==> config.mk <==
export PLATFORM = sky130hd
export DESIGN_NAME = ivd_assay_sequencer_flat
export DESIGN_NICKNAME = d
export VERILOG_FILES = /design/src/rtl/ivd_pkg.sv /design/src/rtl/ivd_assay_sequencer_if.sv /design/src/rtl/ivd_phase_timer.sv /design/src/rtl/ivd_assay_sequencer.sv /design/src/flat_wrapper.sv
export SDC_FILE = /design/constraint.sdc
export NUM_CORES = 1
export LEC_CHECK = 0
export CAP_MARGIN = 10
export CORE_ASPECT_RATIO = 1.2
export CORE_UTILIZATION = 40
export DETAILED_ROUTE_END_ITERATION = 16
export PLACE_DENSITY = 0.67
export SYNTH_ARGS = -nofsm -noshare
export SYNTH_HDL_FRONTEND = slang
export SYNTH_SLANG_ARGS = --single-unit
==> constraint.sdc <==
create_clock -name clk -period 6.75 [get_ports clk]
set_input_delay 0.675 -clock clk [delete_from_list [all_inputs] [get_ports clk]]
set_output_delay 0.675 -clock clk [all_outputs]
set_load 0.01 [all_outputs]
==> src/rtl/ivd_pkg.sv <==
// ivd_pkg: shared definitions for the IVD assay sequencer.
//   ivd_state_e      sequencer FSM states
//   IVD_*_DEF        default parameter values (channels, sample width, counter width)
//   ivd_chw()        channel-index width, never below 1 bit
package ivd_pkg;

    typedef enum logic [2:0] {
        ST_IDLE,
        ST_LOAD,
        ST_MIX,
        ST_DETECT,
        ST_REPORT
    } ivd_state_e;

    localparam int unsigned IVD_NUM_CH_DEF = 9;
    localparam int unsigned IVD_DW_DEF     = 12;
    localparam int unsigned IVD_CW_DEF     = 16;

    function automatic int unsigned ivd_chw(input int unsigned n);
        return (n > 1) ? $clog2(n) : 1;
    endfunction

endpackage

==> src/rtl/ivd_assay_sequencer_if.sv <==
// ivd_assay_sequencer_if: result handshake between the sequencer and its consumer.
//   res_valid  result available (held until accepted)
//   res_ready  consumer accepts the result
//   res_ch     channel index of the result
//   res_data   captured detector sample
//   res_pos    positive call flag
// Modports: master (sequencer side), slave (consumer side).
interface ivd_assay_sequencer_if
    import ivd_pkg::*;
#(
    parameter int unsigned NUM_CH = IVD_NUM_CH_DEF,
    parameter int unsigned DW     = IVD_DW_DEF
);
    localparam int unsigned CHW = ivd_chw(NUM_CH);

    logic           res_valid;
    logic           res_ready;
    logic [CHW-1:0] res_ch;
    logic [DW-1:0]  res_data;
    logic           res_pos;

    modport master (
        output res_valid,
        output res_ch,
        output res_data,
        output res_pos,
        input  res_ready
    );

    modport slave (
        input  res_valid,
        input  res_ch,
        input  res_data,
        input  res_pos,
        output res_ready
    );

endinterface

==> src/rtl/ivd_phase_timer.sv <==
// ivd_phase_timer: loadable down-counter that flags the last cycle of a phase.
//   clk, rst   clock, synchronous active-high reset
//   load_i     load value_i (zero is treated as one)
//   value_i    phase duration in cycles
//   expire_o   high during the final cycle of the loaded duration
module ivd_phase_timer
    import ivd_pkg::*;
#(
    parameter int unsigned CW = IVD_CW_DEF
) (
    input  logic          clk,
    input  logic          rst,
    input  logic          load_i,
    input  logic [CW-1:0] value_i,
    output logic          expire_o
);

    logic [CW-1:0] cnt_q;

    always_ff @(posedge clk) begin
        if (rst) begin
            cnt_q <= '0;
        end else if (load_i) begin
            cnt_q <= (value_i == '0) ? CW'(1) : value_i;
        end else if (cnt_q != '0) begin
            cnt_q <= cnt_q - CW'(1);
        end
    end

    // The count equals 1 during the last cycle of the phase.
    assign expire_o = (cnt_q == CW'(1));

endmodule

==> src/rtl/ivd_assay_sequencer.sv <==
// ivd_assay_sequencer: runs fill / mix / detect / report for each enabled
// channel of a microfluidic assay, lowest channel first.
//   clk, rst                  clock, synchronous active-high reset
//   start, ch_mask            begin a run over the masked channels (IDLE only)
//   abort                     drop the run immediately, no done pulse
//   load_cycles, mix_cycles   fill / mix durations (0 treated as 1), latched at start
//   threshold                 positive-call threshold
//   inlet_open                valve pair per channel (bits 2i, 2i+1)
//   mix_en, det_sel           mixer enable, one-hot detector routing
//   det_valid, det_data       detector sample strobe and value
//   busy, done                run in progress, one-cycle end-of-run pulse
//   res                       result handshake (ivd_assay_sequencer_if.master)
// Optional feature: define IVD_THRESHOLD_EN to compute res_pos as
// (det_data >= threshold) at capture; otherwise res_pos is constant 0.
module ivd_assay_sequencer
    import ivd_pkg::*;
#(
    parameter int unsigned NUM_CH = IVD_NUM_CH_DEF,
    parameter int unsigned DW     = IVD_DW_DEF,
    parameter int unsigned CW     = IVD_CW_DEF
) (
    input  logic                  clk,
    input  logic                  rst,
    input  logic                  start,
    input  logic                  abort,
    input  logic [NUM_CH-1:0]     ch_mask,
    input  logic [CW-1:0]         load_cycles,
    input  logic [CW-1:0]         mix_cycles,
    input  logic [DW-1:0]         threshold,
    output logic [2*NUM_CH-1:0]   inlet_open,
    output logic [NUM_CH-1:0]     mix_en,
    output logic [NUM_CH-1:0]     det_sel,
    input  logic                  det_valid,
    input  logic [DW-1:0]         det_data,
    output logic                  busy,
    output logic                  done,
    ivd_assay_sequencer_if.master res
);

    localparam int unsigned CHW = ivd_chw(NUM_CH);

    ivd_state_e           state_q, state_d;
    logic [CHW-1:0]       ch_q, ch_d;
    logic [NUM_CH-1:0]    mask_q, mask_d;
    logic [CW-1:0]        load_q, load_d;
    logic [CW-1:0]        mix_q, mix_d;
    logic [2*NUM_CH-1:0]  inlet_q, inlet_d;
    logic [NUM_CH-1:0]    mix_en_q, mix_en_d;
    logic [NUM_CH-1:0]    det_sel_q, det_sel_d;
    logic                 done_q, done_d;
    logic                 res_valid_q, res_valid_d;
    logic [CHW-1:0]       res_ch_q, res_ch_d;
    logic [DW-1:0]        res_data_q, res_data_d;
    logic                 res_pos_q, res_pos_d;
    logic                 pos_call;

    logic                 tmr_load;
    logic [CW-1:0]        tmr_val;
    logic                 tmr_expire;

    // {found, index} of the lowest set bit of m at or above position from.
    function automatic logic [CHW:0] find_from(input logic [NUM_CH-1:0] m,
                                               input int unsigned     from);
        logic [CHW:0] r;
        r = '0;
        for (int unsigned i = 0; i < NUM_CH; i++) begin
            if (i >= from && m[i] && !r[CHW]) begin
                r = {1'b1, CHW'(i)};
            end
        end
        return r;
    endfunction

    function automatic logic [NUM_CH-1:0] ch_onehot(input logic [CHW-1:0] c);
        return NUM_CH'(1) << c;
    endfunction

    function automatic logic [2*NUM_CH-1:0] ch_pair(input logic [CHW-1:0] c);
        return (2*NUM_CH)'(3) << {c, 1'b0};
    endfunction

`ifdef IVD_THRESHOLD_EN
    assign pos_call = (det_data >= threshold);
`else
    logic unused_threshold;
    assign unused_threshold = ^threshold;
    assign pos_call = 1'b0;
`endif

    // One timer serves both LOAD and MIX: it is reloaded on entry to each phase.
    ivd_phase_timer #(
        .CW(CW)
    ) u_timer (
        .clk      (clk),
        .rst      (rst),
        .load_i   (tmr_load),
        .value_i  (tmr_val),
        .expire_o (tmr_expire)
    );

    always_ff @(posedge clk) begin
        if (rst) begin
            state_q     <= ST_IDLE;
            ch_q        <= '0;
            mask_q      <= '0;
            load_q      <= '0;
            mix_q       <= '0;
            inlet_q     <= '0;
            mix_en_q    <= '0;
            det_sel_q   <= '0;
            done_q      <= 1'b0;
            res_valid_q <= 1'b0;
            res_ch_q    <= '0;
            res_data_q  <= '0;
            res_pos_q   <= 1'b0;
        end else begin
            state_q     <= state_d;
            ch_q        <= ch_d;
            mask_q      <= mask_d;
            load_q      <= load_d;
            mix_q       <= mix_d;
            inlet_q     <= inlet_d;
            mix_en_q    <= mix_en_d;
            det_sel_q   <= det_sel_d;
            done_q      <= done_d;
            res_valid_q <= res_valid_d;
            res_ch_q    <= res_ch_d;
            res_data_q  <= res_data_d;
            res_pos_q   <= res_pos_d;
        end
    end

    // Outputs are computed for the cycle after the edge, so each branch sets
    // the drive of the state being entered (or stayed in).
    always_comb begin
        logic [CHW:0] first;
        logic [CHW:0] nxt;

        first       = find_from(ch_mask, 0);
        nxt         = find_from(mask_q, 32'(ch_q) + 32'd1);

        state_d     = state_q;
        ch_d        = ch_q;
        mask_d      = mask_q;
        load_d      = load_q;
        mix_d       = mix_q;
        inlet_d     = '0;
        mix_en_d    = '0;
        det_sel_d   = '0;
        done_d      = 1'b0;
        res_valid_d = 1'b0;
        res_ch_d    = res_ch_q;
        res_data_d  = res_data_q;
        res_pos_d   = res_pos_q;
        tmr_load    = 1'b0;
        tmr_val     = load_q;

        unique case (state_q)
            ST_IDLE: begin
                if (start) begin
                    if (first[CHW]) begin
                        mask_d   = ch_mask;
                        load_d   = load_cycles;
                        mix_d    = mix_cycles;
                        ch_d     = first[CHW-1:0];
                        inlet_d  = ch_pair(first[CHW-1:0]);
                        tmr_load = 1'b1;
                        tmr_val  = load_cycles;
                        state_d  = ST_LOAD;
                    end else begin
                        done_d = 1'b1;
                    end
                end
            end
            ST_LOAD: begin
                if (tmr_expire) begin
                    mix_en_d = ch_onehot(ch_q);
                    tmr_load = 1'b1;
                    tmr_val  = mix_q;
                    state_d  = ST_MIX;
                end else begin
                    inlet_d = ch_pair(ch_q);
                end
            end
            ST_MIX: begin
                if (tmr_expire) begin
                    det_sel_d = ch_onehot(ch_q);
                    state_d   = ST_DETECT;
                end else begin
                    mix_en_d = ch_onehot(ch_q);
                end
            end
            ST_DETECT: begin
                if (det_valid) begin
                    res_valid_d = 1'b1;
                    res_ch_d    = ch_q;
                    res_data_d  = det_data;
                    res_pos_d   = pos_call;
                    state_d     = ST_REPORT;
                end else begin
                    det_sel_d = ch_onehot(ch_q);
                end
            end
            ST_REPORT: begin
                if (res.res_ready) begin
                    if (nxt[CHW]) begin
                        ch_d     = nxt[CHW-1:0];
                        inlet_d  = ch_pair(nxt[CHW-1:0]);
                        tmr_load = 1'b1;
                        tmr_val  = load_q;
                        state_d  = ST_LOAD;
                    end else begin
                        done_d  = 1'b1;
                        state_d = ST_IDLE;
                    end
                end else begin
                    res_valid_d = 1'b1;
                end
            end
            default: begin
                state_d = ST_IDLE;
            end
        endcase

        // Abort overrides every transition above, including a simultaneous
        // handshake or detector strobe.
        if (abort && state_q != ST_IDLE) begin
            state_d     = ST_IDLE;
            inlet_d     = '0;
            mix_en_d    = '0;
            det_sel_d   = '0;
            done_d      = 1'b0;
            res_valid_d = 1'b0;
            tmr_load    = 1'b0;
        end
    end

    assign inlet_open    = inlet_q;
    assign mix_en        = mix_en_q;
    assign det_sel       = det_sel_q;
    assign busy          = (state_q != ST_IDLE);
    assign done          = done_q;
    assign res.res_valid = res_valid_q;
    assign res.res_ch    = res_ch_q;
    assign res.res_data  = res_data_q;
    assign res.res_pos   = res_pos_q;

endmodule

==> src/flat_wrapper.sv <==
// flat-port wrapper written by rule: the top's interface ports become plain ports
module ivd_assay_sequencer_flat import ivd_pkg::*;
#(
    parameter int unsigned NUM_CH = IVD_NUM_CH_DEF,
    parameter int unsigned DW     = IVD_DW_DEF,
    parameter int unsigned CW     = IVD_CW_DEF
)
  (clk, rst, start, abort, ch_mask, load_cycles, mix_cycles, threshold, inlet_open, mix_en, det_sel, det_valid, det_data, busy, done, res_res_valid, res_res_ch, res_res_data, res_res_pos, res_res_ready);
  ivd_assay_sequencer_if #(.NUM_CH(NUM_CH), .DW(DW)) res_i ();
  input  logic clk;
  input  logic rst;
  input  logic start;
  input  logic abort;
  input  logic [NUM_CH-1:0] ch_mask;
  input  logic [CW-1:0] load_cycles;
  input  logic [CW-1:0] mix_cycles;
  input  logic [DW-1:0] threshold;
  output logic [2*NUM_CH-1:0] inlet_open;
  output logic [NUM_CH-1:0] mix_en;
  output logic [NUM_CH-1:0] det_sel;
  input  logic det_valid;
  input  logic [DW-1:0] det_data;
  output logic busy;
  output logic done;
  output wire logic [$bits(res_i.res_valid)-1:0] res_res_valid;
  output wire logic [$bits(res_i.res_ch)-1:0] res_res_ch;
  output wire logic [$bits(res_i.res_data)-1:0] res_res_data;
  output wire logic [$bits(res_i.res_pos)-1:0] res_res_pos;
  input wire logic [$bits(res_i.res_ready)-1:0] res_res_ready;
  assign res_res_valid = res_i.res_valid;
  assign res_res_ch = res_i.res_ch;
  assign res_res_data = res_i.res_data;
  assign res_res_pos = res_i.res_pos;
  assign res_i.res_ready = res_res_ready;
  ivd_assay_sequencer #(.NUM_CH(NUM_CH), .DW(DW), .CW(CW)) u_core (.clk(clk), .rst(rst), .start(start), .abort(abort), .ch_mask(ch_mask), .load_cycles(load_cycles), .mix_cycles(mix_cycles), .threshold(threshold), .inlet_open(inlet_open), .mix_en(mix_en), .det_sel(det_sel), .det_valid(det_valid), .det_data(det_data), .busy(busy), .done(done), .res(res_i));
endmodule
-- Word-level counts from Yosys, hierarchy flattened
Cells that the tools add are included.
- order comparisons: 9
- shifts and indexed selects: 4
- reduce and logical (&&, ||, !) cells: 53
- $add $sub $neg: 2
- equal/unequal tests: 12
- multiplexer cells: 64
- operator list (operator ; count):
    >= comparator 3 x 32 -> 1 bit, first input constant ; 4
    two-way mux 16 bit ; 6
    two-way mux 18 bit ; 5
    two-way mux 5 bit ; 18
    >= comparator 1 x 32 -> 1 bit, first input constant ; 2
    >= comparator 2 x 32 -> 1 bit, first input constant ; 2
    case mux 18 bit (3 select lines) ; 1
    left shift 2 x 5 -> 18 bit, first input constant ; 3
    case mux 9 bit (2 select lines) ; 2
    >= comparator 4 x 32 -> 1 bit, first input constant ; 1
    case mux 16 bit (2 select lines) ; 1
    two-way mux 9 bit ; 3
    logical AND 1 bit ; 26
    two-way mux 3 bit ; 6
    equality test 16 x 1 -> 1 bit, second input constant ; 1
    logical NOT 1 bit ; 16
    logical NOT 16 bit ; 1
    two-way mux 4 bit ; 4
    nonzero test 16 bit ; 1
    subtractor 16 x 1 -> 16 bit, second input constant ; 1
    case mux 3 bit (5 select lines) ; 1
    two-way mux 1 bit ; 13
    left shift 1 x 4 -> 9 bit, first input constant ; 1
    != test 2 x 1 -> 1 bit, second input constant ; 4
    16 further kinds ; 21
- output and inout bits: 56
- input bits: 71
- register bits: 118

-- Depth between registers and ports, before layout
- word-level depth: 33
- gate-level depth with buffers: 11
- gate-level depth less buffers: 9

-- Hierarchy
A second synthesis with hierarchy kept.
- cells, all modules: 657
- area, all modules: 5176.2 um2
- modules (own cells, without submodules) (module ; cells each ; instances ; seq. area each (um2) ; area each (um2)):
    ivd_assay_sequencer ; 536 ; 1 ; 1861.8 ; 4164.0
    ivd_phase_timer ; 121 ; 1 ; 320.3 ; 1012.2

-- Worst setup path before layout
Ideal clock, no wire load.
- kind: in2reg
- from: input ch_mask[0]
- to: register u_core.u_timer.cnt_q[4]
- buffers on the path: 1
- stages on the path: 8
- setup time: 0.129 ns
- required time: 6.621 ns
- data arrival time: 2.621 ns
- path slack: 4.001 ns
- path through: or4_1 > o31a_1 > a21oi_2 > nor2_1 > a41o_1 > o21bai_2 > buf_4 > a211oi_1
- word-level cells in the longest chain between the ends: 31
- elaborated cells on any way between the ends: 36
- RTL lines (element ; RTL line ; RTL):
    from (decl) ; flat_wrapper.sv:14 ; input logic [NUM_CH-1:0] ch_mask;
    two-way mux 5 bit * ; ivd_assay_sequencer.sv:67 ; if (i >= from && m[i] && !r[CHW]) begin
    logical NOT 1 bit ; ivd_assay_sequencer.sv:67 ;
    logical AND 1 bit ; ivd_assay_sequencer.sv:67 ;
    two-way mux 5 bit * ; ivd_assay_sequencer.sv:67 ;
    logical NOT 1 bit ; ivd_assay_sequencer.sv:67 ;
    logical AND 1 bit ; ivd_assay_sequencer.sv:67 ;
    two-way mux 5 bit * ; ivd_assay_sequencer.sv:67 ;
    logical NOT 1 bit ; ivd_assay_sequencer.sv:67 ;
    [15 not listed] ; -- ;
    logical AND 1 bit ; ivd_assay_sequencer.sv:67 ;
    two-way mux 5 bit * ; ivd_assay_sequencer.sv:67 ;
    two-way mux 16 bit ; ivd_assay_sequencer.sv:161 ; if (first[CHW]) begin
    two-way mux 16 bit ; ivd_assay_sequencer.sv:160 ; if (start) begin
    case mux 16 bit (2 select lines) ; ivd_assay_sequencer.sv:158 ; unique case (state_q)
    logical NOT 16 bit ; ivd_phase_timer.sv:24 ; cnt_q <= (value_i == '0) ? CW'(1) : value_i;
    two-way mux 16 bit ; ivd_phase_timer.sv:24 ;
    two-way mux 16 bit ; ivd_phase_timer.sv:23 ; end else if (load_i) begin
    to (signal assigned) ; ivd_phase_timer.sv:24 ;
    to (signal assigned) ; ivd_phase_timer.sv:26 ; cnt_q <= cnt_q - CW'(1);
    to (decl) ; ivd_phase_timer.sv:18 ; logic [CW-1:0] cnt_q;
Every way passes the cells marked *; elsewhere a longest branch is shown, timed or not.
A chain may end at the register's enable or synchronous reset.

-- Worst setup path in the final report
- from: input ch_mask[1]
- to: register u_core.u_timer.cnt_q[13]
- word-level cells in the longest chain between the ends: 29
- elaborated cells on any way between the ends: 34
- RTL lines (element ; RTL line):
    logical AND 1 bit * ; ivd_assay_sequencer.sv:67
    two-way mux 5 bit * ; ivd_assay_sequencer.sv:67
    logical NOT 1 bit ; ivd_assay_sequencer.sv:67
    logical AND 1 bit ; ivd_assay_sequencer.sv:67
    two-way mux 5 bit * ; ivd_assay_sequencer.sv:67
    logical NOT 1 bit ; ivd_assay_sequencer.sv:67
    logical AND 1 bit ; ivd_assay_sequencer.sv:67
    two-way mux 5 bit * ; ivd_assay_sequencer.sv:67
    [13 not listed] ; --
    logical AND 1 bit ; ivd_assay_sequencer.sv:67
    two-way mux 5 bit * ; ivd_assay_sequencer.sv:67
    two-way mux 16 bit ; ivd_assay_sequencer.sv:161
    two-way mux 16 bit ; ivd_assay_sequencer.sv:160
    case mux 16 bit (2 select lines) ; ivd_assay_sequencer.sv:158
    logical NOT 16 bit ; ivd_phase_timer.sv:24
    two-way mux 16 bit ; ivd_phase_timer.sv:24
    two-way mux 16 bit ; ivd_phase_timer.sv:23
Marks and branches as above.

==> impl_metrics.ini <==
[run_status]
status = finished, final reports clean

[cells_and_area]
antenna_cells = 0
seq_area_um2 = 2182
areaGrowthSynthToFinish_pct = 28.09
final_cells = 899
nets = 814
multi_input_area_um2 = 2683
nFillCells = 1184
drive_gt1_frac = 0.05556

[pwr]
powerDensity_nw_per_um2 = 234.5
clkPwrFrac = 0.326
seqPwrFrac = 0.469
p_comb_frac = 0.205
p_int_uw = 1075
ir_drop_uv = 163.8
switchingPower_uw = 464.7
swShare = 0.3018
finalPower_uw = 1540
p_leak_uw = 0.002352

[synthesis]
ys_types = 64
async_flop_share = 0
synth_edf_count = 0
seq_area_frac_synth = 0.4257
syn_area_per_cell_um2 = 7.935
synth_top_area_cell = dfxtp_1
yosysTopAreaCellShare = 0.4257
syn_inst = 646
synth_nets = 727
synth.most_common_cell = nand2_1
synth_area_leaders = dfxtp_1, nand2_1, a21oi_1, nor2_1, ha_1
synthFlopType = dfxtp_1
syn_area_um2 = 5126
ys.warnings.count = 0
synth.top_cells.by_count = nand2_1, dfxtp_1, a21oi_1
synth-seq-cells = 109

[cts]
htreeDepth = 3
cts_tree = yes
path_clk_slew_ns = 0.07
cts_buffers = 9
root_buffer = clkbuf_16
cts_setup_buffers = 0
insertion_delay_ns = 0.35
clkSinkCount = 109
cts_hold_buffers = 0
cts_resized = 0
clk_path_buf_depth = 2

[timing]
slew_viol_final = 0
hold_viol_final = 0
fin_crit_sh = 0.5888
fin_setup_tns_ns = 0
maxSlewHeadroom = 0.2674
rsz0062_at_grt = no
worstMarginPinSlew_ns = 1.095
clock_skew_ns = 0.005923
finalSetupViolCount = 0
fmax_ghz = 0.2516
period_needed_ns = 3.975

[routing]
post_drt_wl_per_cell_um = 14.84
num_vias = 4770
first_iter_violations = 219
drc = 0
routed_wl_mm = 13.34
vias_per_cell = 5.306
first_pass_iters = 4
ant_nets = 0

[global_routing]
grt_usage = 0.2064
first_global_vias = 4655
antenna_found_initial = 0
grt_pass1_wl_mm = 22.11
grt_overflow = 0
grt_max_degree = 69

[floorplanning]
core_um2 = 12280
num_io_pins = 127
die-area_um2 = 13270
chipHeight_um = 126.0
fp-row-count = 44
initial_utilization = 0.4175
die_x_um = 105.3

[worst_hold_path]
min_from = u_core.res.res_data[5]
hold_path.class = reg -> reg

[placement]
dp_cells = 883
port_buffers = 113
gp_congestion = 0.8674
dp_hpwl_mm = 9.785

[critical_path]
endpoint_kind = flop
slowest_stage = a41oi_4
required_ns = 7.00
r2r_start = u_core.ch_q[1]
critical_path.cell_chain = clkdlybuf4s50_1 > or4_1 > o31a_1 > a21oi_2 > nor2_1 > a41oi_4 > a211oi_1 > a311oi_1
crit_start = ch_mask[1]
critPathMaxFanout = 28
worst-setup-path-type = in -> reg
crit_arrival_ns = 4.22
startpoint_type = input port
max_stage_delay_ns = 0.77

[run]
max_cap_viol_count = 0
final timing paths:
check                                           endpoint  slack [ns]  cells after the start
worst max register to register  u_core.u_timer.cnt_q[13]        3.16                      9
worst max-delay path            u_core.u_timer.cnt_q[13]        2.78                      8
worst min register to register    u_core.res.res_data[5]        0.46                      2
worst min-delay path              u_core.res.res_data[5]        0.46                      2
per-stage QoR:
stage,setup slack [ns],util,instance area (um2),hold WS [ns]
after floorplan,4.001,-,5126,0.4317
after global placement,2.457,0.5114,6279,0.4418
after detailed placement,2.425,0.5114,6279,0.4472
after CTS,2.784,0.5349,6566,0.4578
after global routing,2.447,0.5349,6566,0.4736
final,2.775,0.5349,6566,0.4584
cell type report:
class,instances,share of cell area
sequential,109,0.3323
tap,161,0.03068
multi-input combinational,483,0.4085
clock inverter,7,0.009527
inverter,11,0.006288
clock buffer,9,0.03430
timing repair buffer,119,0.1784
sequential cells by signal, summed over array words and instances, names as in the netlist:
signal and flops:
u_core.det_sel 9, u_core.inlet_open 9, u_core.ch_q 4, u_core.res.res_valid 1, u_core.mix_en 9, u_core.done 1
u_core.res.res_ch 4, u_core.res.res_data 12, u_core.u_timer.cnt_q 16, u_core.mask_q 9, u_core.mix_q 16, u_core.load_q 16
u_core.state_q 3
routing by layer:
layer,share of wire,vias up,GRT usage
met3,0.035,18,0.03468
met2,0.53,124,0.3847
met4,0.017,0,0.06877
met1,0.42,2221,0.2361
li1,-,2407,-
met5,0,-,0
critical path: cells and delay by family:
kind	cells	cell delay [ns]
AOI/OAI and AO/OA	5	2.24
buffers and inverters	1	0.52
and+or+nand+nor	2	0.76
power groups by stage:
stage          Clock (uW)  Combinational [uW]  Sequential, uW
2_1_floorplan           0                 224             725
3_3_place_gp            0                 309             734
3_5_place_dp            0                 313             736
6_report              502                 316             722
5_1_grt               546                 348             728
4_1_cts               514                 315             721
cell usage in the layout (no fill, tap or decap), types with 7 or more instances in the layout:
| cell | count |
|---|---|
| nand2_1 | 155 |
| clkdlybuf4s50_1 | 112 |
| dfxtp_1 | 109 |
| a21oi_1 | 74 |
| nor2_1 | 64 |
| a211oi_1 | 15 |
| nand3_1 | 12 |
| inv_1 | 11 |
| o21ai_0 | 10 |
| ha_1 | 10 |
| nor3_1 | 9 |
| clkbuf_16 | 9 |
| nor4_1 | 8 |
| xnor2_1 | 8 |
| nand2b_1 | 7 |
| and2_1 | 7 |
| a221o_1 | 7 |
kinds of logic (layout without fill, tap and decap cells):
logic type,after synthesis,after routing,share of synthesized area
simple gates,297,297,0.2585
compound gates,158,158,0.2085
flops,109,109,0.4257
buf+inv,54,146,0.05174
xor+xnor,12,12,0.02050
fa+ha+maj,10,10,0.02441
mux,5,5,0.01001
other cells,1,1,0.0007315
Power figures use the tool's default switching activity.
